File: src/rtl/clk_div_gen_if.sv
// clk_div_gen_if: configuration, enable and output bundle for clk_div_gen.
// The optional sync input exists only when CLKDIV_SYNC_EN is defined.
interface clk_div_gen_if #(
    parameter int CHANNELS = 4,
    parameter int WIDTH    = 16,
    parameter int CHW      = (CHANNELS > 1) ? $clog2(CHANNELS) : 1
);
    logic [CHANNELS-1:0] en;
    logic                cfg_valid;
    logic [CHW-1:0]      cfg_ch;
    logic [WIDTH-1:0]    cfg_div;
    logic [WIDTH-1:0]    cfg_high;
    logic                cfg_err;
    logic [CHANNELS-1:0] cfg_pending;
    logic [CHANNELS-1:0] div_out;
    logic [CHANNELS-1:0] tick;
`ifdef CLKDIV_SYNC_EN
    logic                sync;

    modport master (
        output en, cfg_valid, cfg_ch, cfg_div, cfg_high, sync,
        input  cfg_err, cfg_pending, div_out, tick
    );
    modport slave (
        input  en, cfg_valid, cfg_ch, cfg_div, cfg_high, sync,
        output cfg_err, cfg_pending, div_out, tick
    );
`else
    modport master (
        output en, cfg_valid, cfg_ch, cfg_div, cfg_high,
        input  cfg_err, cfg_pending, div_out, tick
    );
    modport slave (
        input  en, cfg_valid, cfg_ch, cfg_div, cfg_high,
        output cfg_err, cfg_pending, div_out, tick
    );
`endif
endinterface

File: src/rtl/clk_div_gen.sv
// clk_div_gen: multi-channel programmable clock/strobe generator.
// Each channel divides the system clock by a programmable period with a
// programmable high time and emits a one-cycle tick at each period start.
// Writes go to a shadow register and are applied only at a period boundary.
// Optional feature: define CLKDIV_SYNC_EN to add a global sync input that
// forces every enabled channel to restart its period on the same edge.
module clk_div_gen #(
    parameter int CHANNELS = 4,
    parameter int WIDTH    = 16,
    parameter int CHW      = (CHANNELS > 1) ? $clog2(CHANNELS) : 1
) (
    input  logic         clk,
    input  logic         rst,
    clk_div_gen_if.slave bus
);

    // One extra bit so CHANNELS itself is representable for the range test.
    localparam logic [CHW:0] CH_LIMIT = (CHW + 1)'(CHANNELS);

    logic                chOutOfRange;
    logic                cfgHit;
    logic                syncNow;
    logic                cfgErr_q;
    logic                cfgErr_d;
    logic [CHANNELS-1:0] pendingAll;
    logic [CHANNELS-1:0] divOutAll;
    logic [CHANNELS-1:0] tickAll;

    assign chOutOfRange = ({1'b0, bus.cfg_ch} >= CH_LIMIT);
    assign cfgHit       = bus.cfg_valid && !chOutOfRange;
    assign cfgErr_d     = bus.cfg_valid && chOutOfRange;

`ifdef CLKDIV_SYNC_EN
    assign syncNow = bus.sync;
`else
    assign syncNow = 1'b0;
`endif

    // Out-of-range write flag, a single-cycle pulse after the bad write.
    always_ff @(posedge clk) begin
        if (rst) begin
            cfgErr_q <= 1'b0;
        end else begin
            cfgErr_q <= cfgErr_d;
        end
    end

    assign bus.cfg_err     = cfgErr_q;
    assign bus.cfg_pending = pendingAll;
    assign bus.div_out     = divOutAll;
    assign bus.tick        = tickAll;

    for (genvar i = 0; i < CHANNELS; i++) begin : gChannel
        logic [WIDTH-1:0] divSh_q,   divSh_d;
        logic [WIDTH-1:0] highSh_q,  highSh_d;
        logic [WIDTH-1:0] divAct_q,  divAct_d;
        logic [WIDTH-1:0] highAct_q, highAct_d;
        logic [WIDTH-1:0] ctr_q,     ctr_d;
        logic             pending_q, pending_d;
        logic             divOut_q,  divOut_d;
        logic             tick_q,    tick_d;
        logic             write;
        logic             wrap;
        logic [WIDTH-1:0] lastCount;
        logic [WIDTH-1:0] ctrNext;
        logic [WIDTH-1:0] highEff;

        // Next-state: idle channels track the shadow and park the counter on
        // the last count so enabling starts a fresh period immediately; running
        // channels count and reload the shadow on wrap. A write always lands
        // in the shadow and marks it pending, even on the wrap edge itself.
        always_comb begin
            divSh_d   = divSh_q;
            highSh_d  = highSh_q;
            divAct_d  = divAct_q;
            highAct_d = highAct_q;
            ctr_d     = ctr_q;
            pending_d = pending_q;
            divOut_d  = 1'b0;
            tick_d    = 1'b0;
            highEff   = highAct_q;

            write     = cfgHit && (bus.cfg_ch == CHW'(i));
            lastCount = (divAct_q == '0) ? '0 : divAct_q - 1'b1;
            wrap      = (ctr_q == lastCount) || syncNow;
            ctrNext   = wrap ? '0 : ctr_q + 1'b1;

            if (!bus.en[i]) begin
                divAct_d  = divSh_q;
                highAct_d = highSh_q;
                pending_d = 1'b0;
                ctr_d     = (divSh_q == '0) ? '0 : divSh_q - 1'b1;
            end else begin
                ctr_d = ctrNext;
                if (wrap) begin
                    divAct_d  = divSh_q;
                    highAct_d = highSh_q;
                    pending_d = 1'b0;
                    highEff   = highSh_q;
                    tick_d    = 1'b1;
                end
                divOut_d = (ctrNext < highEff);
            end

            if (write) begin
                divSh_d   = bus.cfg_div;
                highSh_d  = bus.cfg_high;
                pending_d = 1'b1;
            end
        end

        // Channel state and registered outputs; reset restores a div-2 square wave.
        always_ff @(posedge clk) begin
            if (rst) begin
                divSh_q   <= WIDTH'(2);
                highSh_q  <= WIDTH'(1);
                divAct_q  <= WIDTH'(2);
                highAct_q <= WIDTH'(1);
                ctr_q     <= WIDTH'(1);
                pending_q <= 1'b0;
                divOut_q  <= 1'b0;
                tick_q    <= 1'b0;
            end else begin
                divSh_q   <= divSh_d;
                highSh_q  <= highSh_d;
                divAct_q  <= divAct_d;
                highAct_q <= highAct_d;
                ctr_q     <= ctr_d;
                pending_q <= pending_d;
                divOut_q  <= divOut_d;
                tick_q    <= tick_d;
            end
        end

        assign pendingAll[i] = pending_q;
        assign divOutAll[i]  = divOut_q;
        assign tickAll[i]    = tick_q;
    end

endmodule

File: src/flat_wrapper.sv
// flat-port wrapper written by rule: the top's interface ports become plain ports
module clk_div_gen_flat 
#(
    parameter int CHANNELS = 4,
    parameter int WIDTH    = 16,
    parameter int CHW      = (CHANNELS > 1) ? $clog2(CHANNELS) : 1
)
  (clk, rst, bus_en, bus_cfg_valid, bus_cfg_ch, bus_cfg_div, bus_cfg_high, bus_cfg_err, bus_cfg_pending, bus_div_out, bus_tick);
  clk_div_gen_if #(.CHANNELS(CHANNELS), .WIDTH(WIDTH), .CHW(CHW)) bus_i ();
  input  logic clk;
  input  logic rst;
  input wire logic [$bits(bus_i.en)-1:0] bus_en;
  input wire logic [$bits(bus_i.cfg_valid)-1:0] bus_cfg_valid;
  input wire logic [$bits(bus_i.cfg_ch)-1:0] bus_cfg_ch;
  input wire logic [$bits(bus_i.cfg_div)-1:0] bus_cfg_div;
  input wire logic [$bits(bus_i.cfg_high)-1:0] bus_cfg_high;
  output wire logic [$bits(bus_i.cfg_err)-1:0] bus_cfg_err;
  output wire logic [$bits(bus_i.cfg_pending)-1:0] bus_cfg_pending;
  output wire logic [$bits(bus_i.div_out)-1:0] bus_div_out;
  output wire logic [$bits(bus_i.tick)-1:0] bus_tick;
  assign bus_i.en = bus_en;
  assign bus_i.cfg_valid = bus_cfg_valid;
  assign bus_i.cfg_ch = bus_cfg_ch;
  assign bus_i.cfg_div = bus_cfg_div;
  assign bus_i.cfg_high = bus_cfg_high;
  assign bus_cfg_err = bus_i.cfg_err;
  assign bus_cfg_pending = bus_i.cfg_pending;
  assign bus_div_out = bus_i.div_out;
  assign bus_tick = bus_i.tick;
  clk_div_gen #(.CHANNELS(CHANNELS), .WIDTH(WIDTH), .CHW(CHW)) u_core (.clk(clk), .rst(rst), .bus(bus_i));
endmodule
File: config.mk
export PLATFORM = sky130hd
export DESIGN_NAME = clk_div_gen_flat
export DESIGN_NICKNAME = d
export VERILOG_FILES = /design/src/rtl/clk_div_gen_if.sv /design/src/rtl/clk_div_gen.sv /design/src/flat_wrapper.sv
export SDC_FILE = /design/constraint.sdc
export NUM_CORES = 1
export LEC_CHECK = 0
export CORE_UTILIZATION = 46
export CTS_BUF_LIST = sky130_fd_sc_hd__clkbuf_4 sky130_fd_sc_hd__clkbuf_8
export CTS_CLUSTER_SIZE = 8
export DETAILED_ROUTE_END_ITERATION = 8
export GPL_TIMING_DRIVEN = 0
export PLACE_DENSITY = 0.61
export SLEW_MARGIN = 20
export SYNTH_ARGS = -nofsm -noshare
export SYNTH_HDL_FRONTEND = slang
export SYNTH_SLANG_ARGS = --single-unit
export TNS_END_PERCENT = 20
File: constraint.sdc
create_clock -name clk -period 5.5 [get_ports clk]
set_clock_uncertainty 0.2 [all_clocks]
set_input_delay 1.1 -clock clk [delete_from_list [all_inputs] [get_ports clk]]
set_output_delay 1.1 -clock clk [all_outputs]
set_load 0.005 [all_outputs]
==> metrics.yaml <==
status:
  outcome: "finished, final reports clean"
setup_path:
  crit_required_ns: 5.88
  crit_family: "compound AO/OA/AOI/OAI gates"
  cp_common_cell: "a21o_1"
  max_stage_delay_ns: 0.59
  critPathBufInv: 2
  worstPathArrival_ns: 5.72
  crit_chain: "or4_4 -> o31a_1 -> o211ai_1 -> o2111ai_1 -> or4_4 -> or3_1 -> buf_2 -> nor3_4 -> buf_6 -> mux2i_1 -> ha_1 -> a21o_1 -> a21o_1 -> a21o_1 -> a21o_1 -> a21o_1 -> a21oi_2 -> o221ai_1 -> a41oi_2"
  crit_fanout: 6
  startpoint_type: "flop"
  crit_slowest_cell: "or4_4"
  worstSetupPathType: "reg -> reg"
  end_kind: "flop"
synth:
  synth_fp_nets: 2780
  ys_top_cells_by_count: "nand2_1 (557), dfxtp_1 (332), a21oi_1 (206)"
  ys_seq_area_share_pct: 32.1
  yosysTopAreaCellShare_pct: 32.1
  postSynthAreaPerCell_um2: 7.75
  yosysUniqueCellTypes: 80
  yosysMostFrequentCell: "nand2_1"
  synth_warnings: 0
  synthTopCellsByArea: "dfxtp_1 (32%), nand2_1 (10%), mux2i_1 (7.7%)"
  ys.flop_type: "dfxtp_1"
  synth_area_um2: 20700
  yosysTopAreaCell: "dfxtp_1"
  syn_inst: 2667
  synth_seq_cells: 332
  synthArstFlopShare_pct: 0
  synth_edf_count: 0
global_routing:
  grt_util_met3_pct: 4.35
  grt-busiest-layer: "met2"
  antenna_found_initial: 0
  grt_util_met1_pct: 40.1
  grt_pass1_vias: 19400
  grt_use_total_pct: 29.7
  grt_pass1_wl_um: 108000
  grt_max_degree: 17
  gr-total-overflow: 0
  global_route.usage.met2_pct: 47.2
clock_network:
  cts_made_buffers: 58
  clock_sinks: 332
  hold_buffers: 0
  clk_pin_slew_ns: 0.06
  cts_tree: "yes"
  cts-root-buf: "clkbuf_8"
  cts.path.max_buffers: 3
  clkLatencyLatePin_ns: 0.68
  h-tree-depth: 2
floorplan:
  initial_core_util_pct: 46.7
  fp.dieW_um: 214
  ios: 54
  die_y_um: 214
  die-area_um2: 45800
  core_um2: 44300
  fp-row-count: 77
place:
  dp_cells: 3307
  gp_congestion: 0.939
  portBuffers: 48
  hpwl_um: 52900
route:
  drt_wl_total_um: 70100
  vias: 20500
  drtIter0Drc: 1863
  drc: 0
  antenna_left: 0
  drtPass1Iterations: 5
  via_per_inst: 5.97
  wl_per_cell_um: 20.4
finish:
  drive_gt1_share_pct: 9.17
  nFillCells: 4354
  multi_input_area_um2: 13200
  fin_cells: 3428
  seqCellArea_um2: 6660
  diodes: 0
  syn_to_final_growth_pct: 14.5
  layout.nets: 2902
power_and_ir_drop:
  internal_power_mw: 4.61
  pwr-share-comb_pct: 26.4
  pwr-share-clk_pct: 36.3
  total_power_mw: 6.99
  p_sw_mw: 2.38
  p_sw_share_pct: 34.0
  ir_worst_vdd_mv: 0.187
  total_leakage_power_nw: 8.62
  pwr_density_cell_nw_per_um2: 295
  pwr-share-seq_pct: 37.4
worst_hold_path:
  holdCritPathClass: "reg -> reg"
timing:
  tns_ns: 0
  slew_violations: 0
  clock.fmax_mhz: 187
  setup_viol: 0
  hold_viol: 0
  fin_crit_ns: 5.34
  maxSlewHeadroom_pct: 27.8
  finalCritPeriodShare_pct: 97.0
  tightest_slew_ns: 1.08
job:
  drv_cap: 0
## timing repair
action | in CTS | in global routing
setup buffers | 5 | 17
pin swaps | 3 | 19
setup endpoints to repair | 4 | 4
resized for setup | 31 | 66
## layer usage
layer	share of wire, %	vias to the layer above
li1	-	9749
met1	44	9724
met2	45	795
met3	7.1	182
met4	3.9	0
met5	0	-
## state kept, by name, summed over array words and instances (netlist names)
signal,count
u_core.gChannel.ctr_q,64
u_core.gChannel.divAct_q,64
u_core.gChannel.highAct_q,64
u_core.gChannel.divOut_q,4
u_core.gChannel.highSh_q,64
u_core.gChannel.pending_q,4
u_core.gChannel.divSh_q,64
u_core.gChannel.tick_q,4
## worst reg2reg max path, delay by kind of cell, from the launching register on
family	cells	cell delay, ns
AOI/OAI and AO/OA	11	2.09
adders and majority gates	1	0.26
buffers and inverters	2	0.36
DFF	1	0.40
muxes	1	0.20
and+or+nand+nor	4	1.74
## layout by cell type (no fill, tap or decap), types with 48 or more instances in the layout
master and count:
dfxtp_1 326, clkdlybuf4s50_1 48, mux2i_1 158, xor2_1 69, nand4_1 59, clkbuf_8 69
inv_1 56, ha_1 70, nor2_1 176, xnor2_1 88, nand2_1 555, a21oi_1 205
nor3_1 51, clkbuf_1 140
## power by group through the flow
stage / registers (mW) / clock network, mW / logic [mW]
global placement: 2.65 / 0 / 1.67
CTS: 2.61 / 2.56 / 1.72
floorplan: 2.61 / 0 / 1.21
finish: 2.61 / 2.54 / 1.84
global route: 2.62 / 2.66 / 1.98
detailed placement: 2.66 / 0 / 1.69
## cells by family (layout without fill, tap and decap cells)
| kind of cell | count (synthesis) | count (layout) | synth area share (%) |
|---|---|---|---|
| adders and majority gates | 72 | 72 | 4.36 |
| other | 1 | 1 | 0.0181 |
| buffers and inverters | 272 | 441 | 5.52 |
| DFF | 332 | 332 | 32.1 |
| xor gates and xnor gates | 162 | 162 | 7.14 |
| AOI/OAI and AO/OA | 509 | 509 | 16.5 |
| and+or+nand+nor | 1158 | 1158 | 26.5 |
| muxes | 161 | 161 | 7.81 |
## cell type report
cell class | count | share of cell area (%)
inverter | 57 | 0.904
buffer | 207 | 3.95
tap | 592 | 3.13
timing repair buffer | 70 | 2.73
clock inverter | 19 | 0.803
sequential | 332 | 28.1
clock buffer | 88 | 4.61
multi-input combinational | 2063 | 55.8
## stage by stage
step | util [%] | hold slack [ns] | worst slack (ns) | area (um^2)
CTS | 52.7 | 0.261 | -0.00725 | 23300
detailed placement | 49.4 | 0.252 | -0.767 | 21900
floorplan | - | 0.237 | 0.521 | 20700
finish | 53.4 | 0.261 | 0.163 | 23700
global route | 53.4 | 0.281 | -0.113 | 23700
global placement | 49.4 | 0.243 | -0.781 | 21900
## path summary, 6_finish.rpt
| check | start | end | slack, ns | cells past startpoint |
|---|---|---|---|---|
| worst max register to register | u_core.gChannel[3].divAct_q[7]$_SDFFE_PP0P_ | u_core.gChannel[3].divOut_q$_SDFF_PP0_ | 0.16 | 19 |
| worst min register to register | u_core.gChannel[1].highAct_q[12]$_SDFF_PP0_ | u_core.gChannel[1].highAct_q[12]$_SDFF_PP0_ | 0.26 | 2 |
| worst min-delay path | u_core.gChannel[1].highAct_q[12]$_SDFF_PP0_ | u_core.gChannel[1].highAct_q[12]$_SDFF_PP0_ | 0.26 | 2 |
| worst max-delay path | u_core.gChannel[3].divAct_q[7]$_SDFFE_PP0P_ | u_core.gChannel[3].divOut_q$_SDFF_PP0_ | 0.16 | 19 |
No activity file was read; power rests on OpenSTA's default activity.
